[src/rtl/pulse_meter.sv]
// pulse_meter
//   Debounces an already-synchronized level, reports single-cycle edge pulses,
//   counts accepted rising edges (saturating, with sticky overflow) and
//   optionally measures the high time of each completed pulse.
//
// Parameters
//   DEB_CYCLES  consecutive equal samples needed to accept a level change (1..15)
//   CNT_W       width of the pulse counter and the width counter
//
// Ports
//   clk         sole clock, all state updates on its rising edge
//   rst         synchronous active-high reset
//   sig_syn     synchronized input level
//   clr         synchronous clear of counters and flags (FSM untouched)
//   sig_db      debounced level
//   rise_p      one-cycle pulse on an accepted rising edge of sig_db
//   fall_p      one-cycle pulse on an accepted falling edge of sig_db
//   pulse_cnt   accepted rising edges, saturating at 2^CNT_W-1
//   ovf         sticky: a rising edge arrived while pulse_cnt was saturated
//   width_last  high time of the last completed pulse, in clk cycles
//   width_vld   one-cycle strobe when width_last updates
//
// Build option
//   PULSE_METER_WIDTH_EN  when defined, the width measurement is built;
//                         otherwise width_last and width_vld are tied to 0.

module pulse_meter #(
    parameter int DEB_CYCLES = 4,
    parameter int CNT_W      = 8
) (
    input  logic             clk,
    input  logic             rst,
    input  logic             sig_syn,
    input  logic             clr,
    output logic             sig_db,
    output logic             rise_p,
    output logic             fall_p,
    output logic [CNT_W-1:0] pulse_cnt,
    output logic             ovf,
    output logic [CNT_W-1:0] width_last,
    output logic             width_vld
);

    typedef enum logic [1:0] {LOW, DEB_H, HIGH, DEB_L} state_t;

    localparam logic [3:0]       DEB_LAST = 4'(DEB_CYCLES - 1);
    localparam logic [CNT_W-1:0] CNT_MAX  = '1;
    localparam logic [CNT_W-1:0] CNT_ONE  = CNT_W'(1);

    function automatic logic [CNT_W-1:0] sat_inc(input logic [CNT_W-1:0] v);
        return (v == CNT_MAX) ? v : v + CNT_ONE;
    endfunction

    state_t           state_q, state_d;
    logic [3:0]       deb_q, deb_d;
    logic             sig_db_q, sig_db_d;
    logic             rise_q, rise_d;
    logic             fall_q, fall_d;
    logic [CNT_W-1:0] pulse_cnt_q, pulse_cnt_d;
    logic             ovf_q, ovf_d;

    // deb_q holds how many new-level samples have been seen so far; the
    // DEB_CYCLES-th one commits the edge.
    always_comb begin
        state_d = state_q;
        deb_d   = deb_q;
        rise_d  = 1'b0;
        fall_d  = 1'b0;
        case (state_q)
            LOW: begin
                if (sig_syn) begin
                    if (DEB_CYCLES == 1) begin
                        state_d = HIGH;
                        rise_d  = 1'b1;
                    end else begin
                        state_d = DEB_H;
                        deb_d   = 4'd1;
                    end
                end
            end
            DEB_H: begin
                if (!sig_syn) begin
                    state_d = LOW;
                    deb_d   = 4'd0;
                end else if (deb_q == DEB_LAST) begin
                    state_d = HIGH;
                    deb_d   = 4'd0;
                    rise_d  = 1'b1;
                end else begin
                    deb_d = deb_q + 4'd1;
                end
            end
            HIGH: begin
                if (!sig_syn) begin
                    if (DEB_CYCLES == 1) begin
                        state_d = LOW;
                        fall_d  = 1'b1;
                    end else begin
                        state_d = DEB_L;
                        deb_d   = 4'd1;
                    end
                end
            end
            DEB_L: begin
                if (sig_syn) begin
                    state_d = HIGH;
                    deb_d   = 4'd0;
                end else if (deb_q == DEB_LAST) begin
                    state_d = LOW;
                    deb_d   = 4'd0;
                    fall_d  = 1'b1;
                end else begin
                    deb_d = deb_q + 4'd1;
                end
            end
            default: begin
                state_d = LOW;
                deb_d   = 4'd0;
            end
        endcase
    end

    // The debounced level is a pure decode of the next state, registered so
    // that it changes on the same edge as rise_p/fall_p.
    assign sig_db_d = (state_d == HIGH) || (state_d == DEB_L);

    // clr has priority over a coincident rising edge: the edge is not counted.
    always_comb begin
        pulse_cnt_d = pulse_cnt_q;
        ovf_d       = ovf_q;
        if (clr) begin
            pulse_cnt_d = '0;
            ovf_d       = 1'b0;
        end else if (rise_d) begin
            if (pulse_cnt_q == CNT_MAX) begin
                ovf_d = 1'b1;
            end
            pulse_cnt_d = sat_inc(pulse_cnt_q);
        end
    end

    always_ff @(posedge clk) begin
        if (rst) begin
            state_q     <= LOW;
            deb_q       <= 4'd0;
            sig_db_q    <= 1'b0;
            rise_q      <= 1'b0;
            fall_q      <= 1'b0;
            pulse_cnt_q <= '0;
            ovf_q       <= 1'b0;
        end else begin
            state_q     <= state_d;
            deb_q       <= deb_d;
            sig_db_q    <= sig_db_d;
            rise_q      <= rise_d;
            fall_q      <= fall_d;
            pulse_cnt_q <= pulse_cnt_d;
            ovf_q       <= ovf_d;
        end
    end

    assign sig_db    = sig_db_q;
    assign rise_p    = rise_q;
    assign fall_p    = fall_q;
    assign pulse_cnt = pulse_cnt_q;
    assign ovf       = ovf_q;

`ifdef PULSE_METER_WIDTH_EN
    logic [CNT_W-1:0] width_q, width_d;
    logic [CNT_W-1:0] width_last_q, width_last_d;
    logic             width_vld_q, width_vld_d;

    // The running width starts at 1 on the rising edge and grows every cycle
    // sig_db is high; on the falling edge its value equals the high time.
    // clr does not touch the running width, so a measurement started on a
    // cleared rising edge still completes.
    always_comb begin
        width_d      = width_q;
        width_last_d = width_last_q;
        width_vld_d  = 1'b0;
        if (rise_d) begin
            width_d = CNT_ONE;
        end else if (sig_db_q) begin
            width_d = sat_inc(width_q);
        end
        if (clr) begin
            width_last_d = '0;
        end else if (fall_d) begin
            width_last_d = width_q;
            width_vld_d  = 1'b1;
        end
    end

    always_ff @(posedge clk) begin
        if (rst) begin
            width_q      <= '0;
            width_last_q <= '0;
            width_vld_q  <= 1'b0;
        end else begin
            width_q      <= width_d;
            width_last_q <= width_last_d;
            width_vld_q  <= width_vld_d;
        end
    end

    assign width_last = width_last_q;
    assign width_vld  = width_vld_q;
`else
    assign width_last = '0;
    assign width_vld  = 1'b0;
`endif

endmodule

[config.mk]
export PLATFORM = sky130hd
export DESIGN_NAME = pulse_meter
export DESIGN_NICKNAME = d
export VERILOG_FILES = /design/src/rtl/pulse_meter.sv
export SDC_FILE = /design/constraint.sdc
export NUM_CORES = 1
export LEC_CHECK = 0
export ABC_AREA = 1
export CORE_ASPECT_RATIO = 0.75
export CORE_UTILIZATION = 51
export DETAILED_ROUTE_END_ITERATION = 8
export PLACE_DENSITY_LB_ADDON = 0.2
export RECOVER_POWER = 50
export SLEW_MARGIN = 30
export SYNTH_ARGS = -nofsm -noshare
export SYNTH_HDL_FRONTEND = slang
export SYNTH_SLANG_ARGS = --single-unit
[constraint.sdc]
create_clock -name clk -period 3 [get_ports clk]
set_clock_uncertainty 0.2 [all_clocks]
set_input_delay 0.3 -clock clk [delete_from_list [all_inputs] [get_ports clk]]
set_output_delay 0.3 -clock clk [all_outputs]
set_load 0.05 [all_outputs]
==> flow_results.org <==
** Cells and area
- Area Overhead vs Synth :: 13.37%
- Final net count :: 161
- In the final layout, the multi-input gates occupy 490.5 sq um.
- The post-route netlist has 5.882% of its cells at a drive strength greater than 1.
- Post-Layout Inst Area :: 1104 sq um
- Across the whole layout, storage elements account for 360.3 sq um.
- Layout fillers :: 169
- Antenna diode instance count :: 0
- Non-Filler Instances :: 175

** Yosys
- Register area share after synthesis :: 37.02%
- Yosys printed 0 warnings.
- Most used DFF post-synth :: sky130_fd_sc_hd__dfxtp_1
- Unique cell type count in the Yosys netlist :: 25
- After synthesis the cells add up to 973.4 sq um.
- The cell count after synthesis came out at 138.
- Counting flops with a built-in enable in the synthesized netlist gives 0.
- FF+latch count, synth :: 18
- Average cell area after synthesis :: 7.054 sq um
- For this run, asynchronously set or reset flops after synthesis account for 0%.

** Worst setup path
- For the worst flop-to-flop path, the logic depth is 6.
- Crit path capture type :: output port
- Among all stages on the critical path, the largest delay is contributed by sky130_fd_sc_hd__clkdlybuf4s50_1.
- Path length in cells of the critical path :: 1
- Data arrives at the worst endpoint at 1660 ps.
- For this run, the slowest stage of the critical path takes 860 ps.
- Endpoint of the most critical setup path :: pulse_cnt[2]
- On the critical path the largest part of the delay comes from buffers and inverters.
- Cell-by-cell trace of the critical path :: clkdlybuf4s50_1
- The critical path is of the reg2out type.
- FF-to-FF Start :: deb_q[0]$_SDFFE_PP0P_
- Setup slack, reg-to-reg :: 1010 ps
- At the worst endpoint, the required time is 2500 ps.
- CP Launch Point :: pulse_cnt[2]$_SDFFE_PP0P_
- Together, buffers and inverters on the worst path number 1.
- Largest driver fanout on the critical path :: 8
- Capturing point of the worst reg2reg path :: pulse_cnt[1]$_SDFFE_PP0P_
- Element type at the critical path start :: flip-flop

** Route
- After detailed routing, the number of remaining DRC violations is 0.
- Total detailed-routing wirelength :: 1889 um
- The first detailed-routing pass took 4 iterations.
- Via/cell ratio :: 5.029
- After the first detailed-routing iteration, the DRC count stood at 21.
- Remaining antenna violation count after routing :: 0
- After detailed routing, the average wire length per cell comes to 10.79 um.
- Vias after detailed routing :: 880

** Worst hold path
- The path class of the tightest hold or removal check is reg2reg.

** Pwr
- Power spread over the standard cell area amounts to 366.5 nW/um^2.
- LEAKAGE :: 0.0004213 uW
- IR analysis of the VDD net gives a maximum drop of 298.6 uV.

** Clock network
- The number of hold buffers added after CTS was 0.
- Total CTS buffers :: 3
- Worst-Skew Late Latency :: 290 ps
- In this run, post-CTS repair resized a total of 0 instances.
- Clock Tree Root :: sky130_fd_sc_hd__clkbuf_4
- The clock passes through at most 2 buffers.
- Clock-pin slew was measured on the worst setup and hold paths at 100 ps.
- TritonCTS sink count :: 18
- Post-CTS Setup Inserts :: 0
- CTS built an H-tree with a depth of 1.
- CTS tree :: done

** Job
- Max-cap violations in this run came to 0.

** Placed design
- Summing all placed instances gives a cell area of 1104 sq um.
- The congestion estimate from routability-driven global placement came to 0.8139.
- The HPWL after detailed placement is 1428 um.
- Total instance count after detailed placement :: 172
- Number of port buffers :: 15

** Timing
- # setup viols final :: 0
- Period minus WS final :: 2164 ps
- Post-route clock period utilization :: 72.13%
- In this run the tightest slew margin relative to its limit is 66.38%.
- For the final routed database, the setup TNS stands at 0 ps.
- Across all hold checks on the routed design, the worst slack comes to 287.2 ps.
- RSZ-0062 raised after global routing :: no
- Number of pins with negative max-slew slack in the final report :: 0
- Transition time at the pin with the least slew margin :: 502.8 ps
- Final Hold Vio Count :: 0
- Maximum achievable frequency :: 462.1 MHz

** Global route
- First-pass GRT wire length :: 3139 um
- The number of antenna violations at the first check in global routing came to 0.
- Total routing usage reported by global routing :: 21.45%
- The total overflow left after global routing is 0.
- Entering global routing, the biggest net connects 11 pins.
- The number of global-route vias before repair is 697.

** Floorplanning
- After floorplanning, the core was sized to cover 1757 sq um.
- Io pins :: 25
- Vert. Die Dim :: 39.84 um
- The floorplan step set the die width to 52.45 um.
- Overall die area :: 2089 sq um
- For this configuration, the core starts out at a cell density of 55.41%.
- In this run the core area contains 13 standard-cell rows.

** Outcome
- The flow ran to the end, and the final reports show no timing, DRC or antenna violations.
==> registers in the layout, summed over array words and instances (netlist names) <==
register,cells
deb_q,4
fall_p,1
ovf,1
sig_db,1
rise_p,1
pulse_cnt,8
state_q,2
==> worst min path at each step <==
stage | start | endpoint | slack [ps] | cells past startpoint
final | deb_q[1]$_SDFFE_PP0P_ | deb_q[1]$_SDFFE_PP0P_ | 290 | 2
after global routing | deb_q[1]$_SDFFE_PP0P_ | deb_q[1]$_SDFFE_PP0P_ | 340 | 2
after CTS | deb_q[1]$_SDFFE_PP0P_ | deb_q[1]$_SDFFE_PP0P_ | 290 | 2
after detailed placement | deb_q[1]$_SDFFE_PP0P_ | deb_q[1]$_SDFFE_PP0P_ | 280 | 2
after global placement | ovf$_SDFFE_PP0P_ | ovf$_SDFFE_PP0P_ | 250 | 2
after floorplan | sig_syn | fall_p$_SDFF_PP0_ | 180 | 1
==> placed cells by master (no fill, tap or decap), drive strengths merged <==
| master | n |
|---|---|
| xnor2 | 1 |
| dlygate4sd3 | 1 |
| clkdlybuf4s50 | 14 |
| nor4 | 1 |
| xor2 | 2 |
| nor2 | 20 |
| nand3 | 10 |
| clkbuf | 3 |
| o21ai | 4 |
| nor3b | 1 |
| a211oi | 3 |
| nor3 | 1 |
| conb | 9 |
| a21oi | 11 |
| nand2 | 36 |
| nand4 | 2 |
| inv | 14 |
| ha | 2 |
| dfxtp | 18 |
==> report_power, final <==
group	leakage (uW)	total [uW]	internal, uW	switching (uW)
sequential	0.000146	243	241	1.95
combinational	0.000262	42.3	6.98	35.3
clock	0.0000138	119	46.7	72.5
==> per-layer routing <==
metal / vias up / GRT usage, % / share of wire, %
met5: - / 0 / 0
met4: 0 / 3.947 / 0.69
met3: 2 / 7.364 / 4.7
met2: 26 / 32.91 / 42
met1: 395 / 29.10 / 52
li1: 457 / - / -
==> cell type report <==
class | instances | share of cell area [%]
well taps | 22 | 2.494
multi-input cells | 103 | 44.44
flip-flops and latches | 18 | 32.65
repair buffers | 15 | 13.61
clock buffers | 3 | 2.041
inverters | 14 | 4.762
==> stage by stage <==
stage / total power (uW) / util [%] / worst slack (ps)
2_1_floorplan: 293.6 / - / 1110
3_3_place_gp: 290.8 / 62.82 / 1124
3_5_place_dp: 291.4 / 62.82 / 1084
4_1_cts: 407.9 / 64.10 / 839.0
5_1_grt: 422.5 / 62.82 / 765.7
6_report: 404.4 / 62.82 / 836.0
==> cell families after synthesis <==
| group | Yosys count | share of synthesized area (%) |
|---|---|---|
| AOI/OAI and AO/OA | 18 | 10.41 |
| xor gates and xnor gates | 3 | 2.700 |
| adders and majority gates | 2 | 2.570 |
| buffers and inverters | 25 | 13.37 |
| DFF | 18 | 37.02 |
| other | 1 | 0.3852 |
| and+or+nand+nor | 71 | 33.55 |
==> Yosys cell counts, drive strengths merged, types with 2 or more instances <==
cell type / instances / share of area, %
nand3: 10 / 5.7
inv: 14 / 5.4
dfxtp: 18 / 37
o21ai: 4 / 2.4
buf: 11 / 8.0
xor2: 2 / 1.8
nor2: 20 / 9.5
ha: 2 / 2.6
a211oi: 3 / 2.3
nand4: 2 / 1.3
a21oi: 11 / 5.7
nand2: 36 / 15
Note: power is estimated with default switching activity, not from simulation.
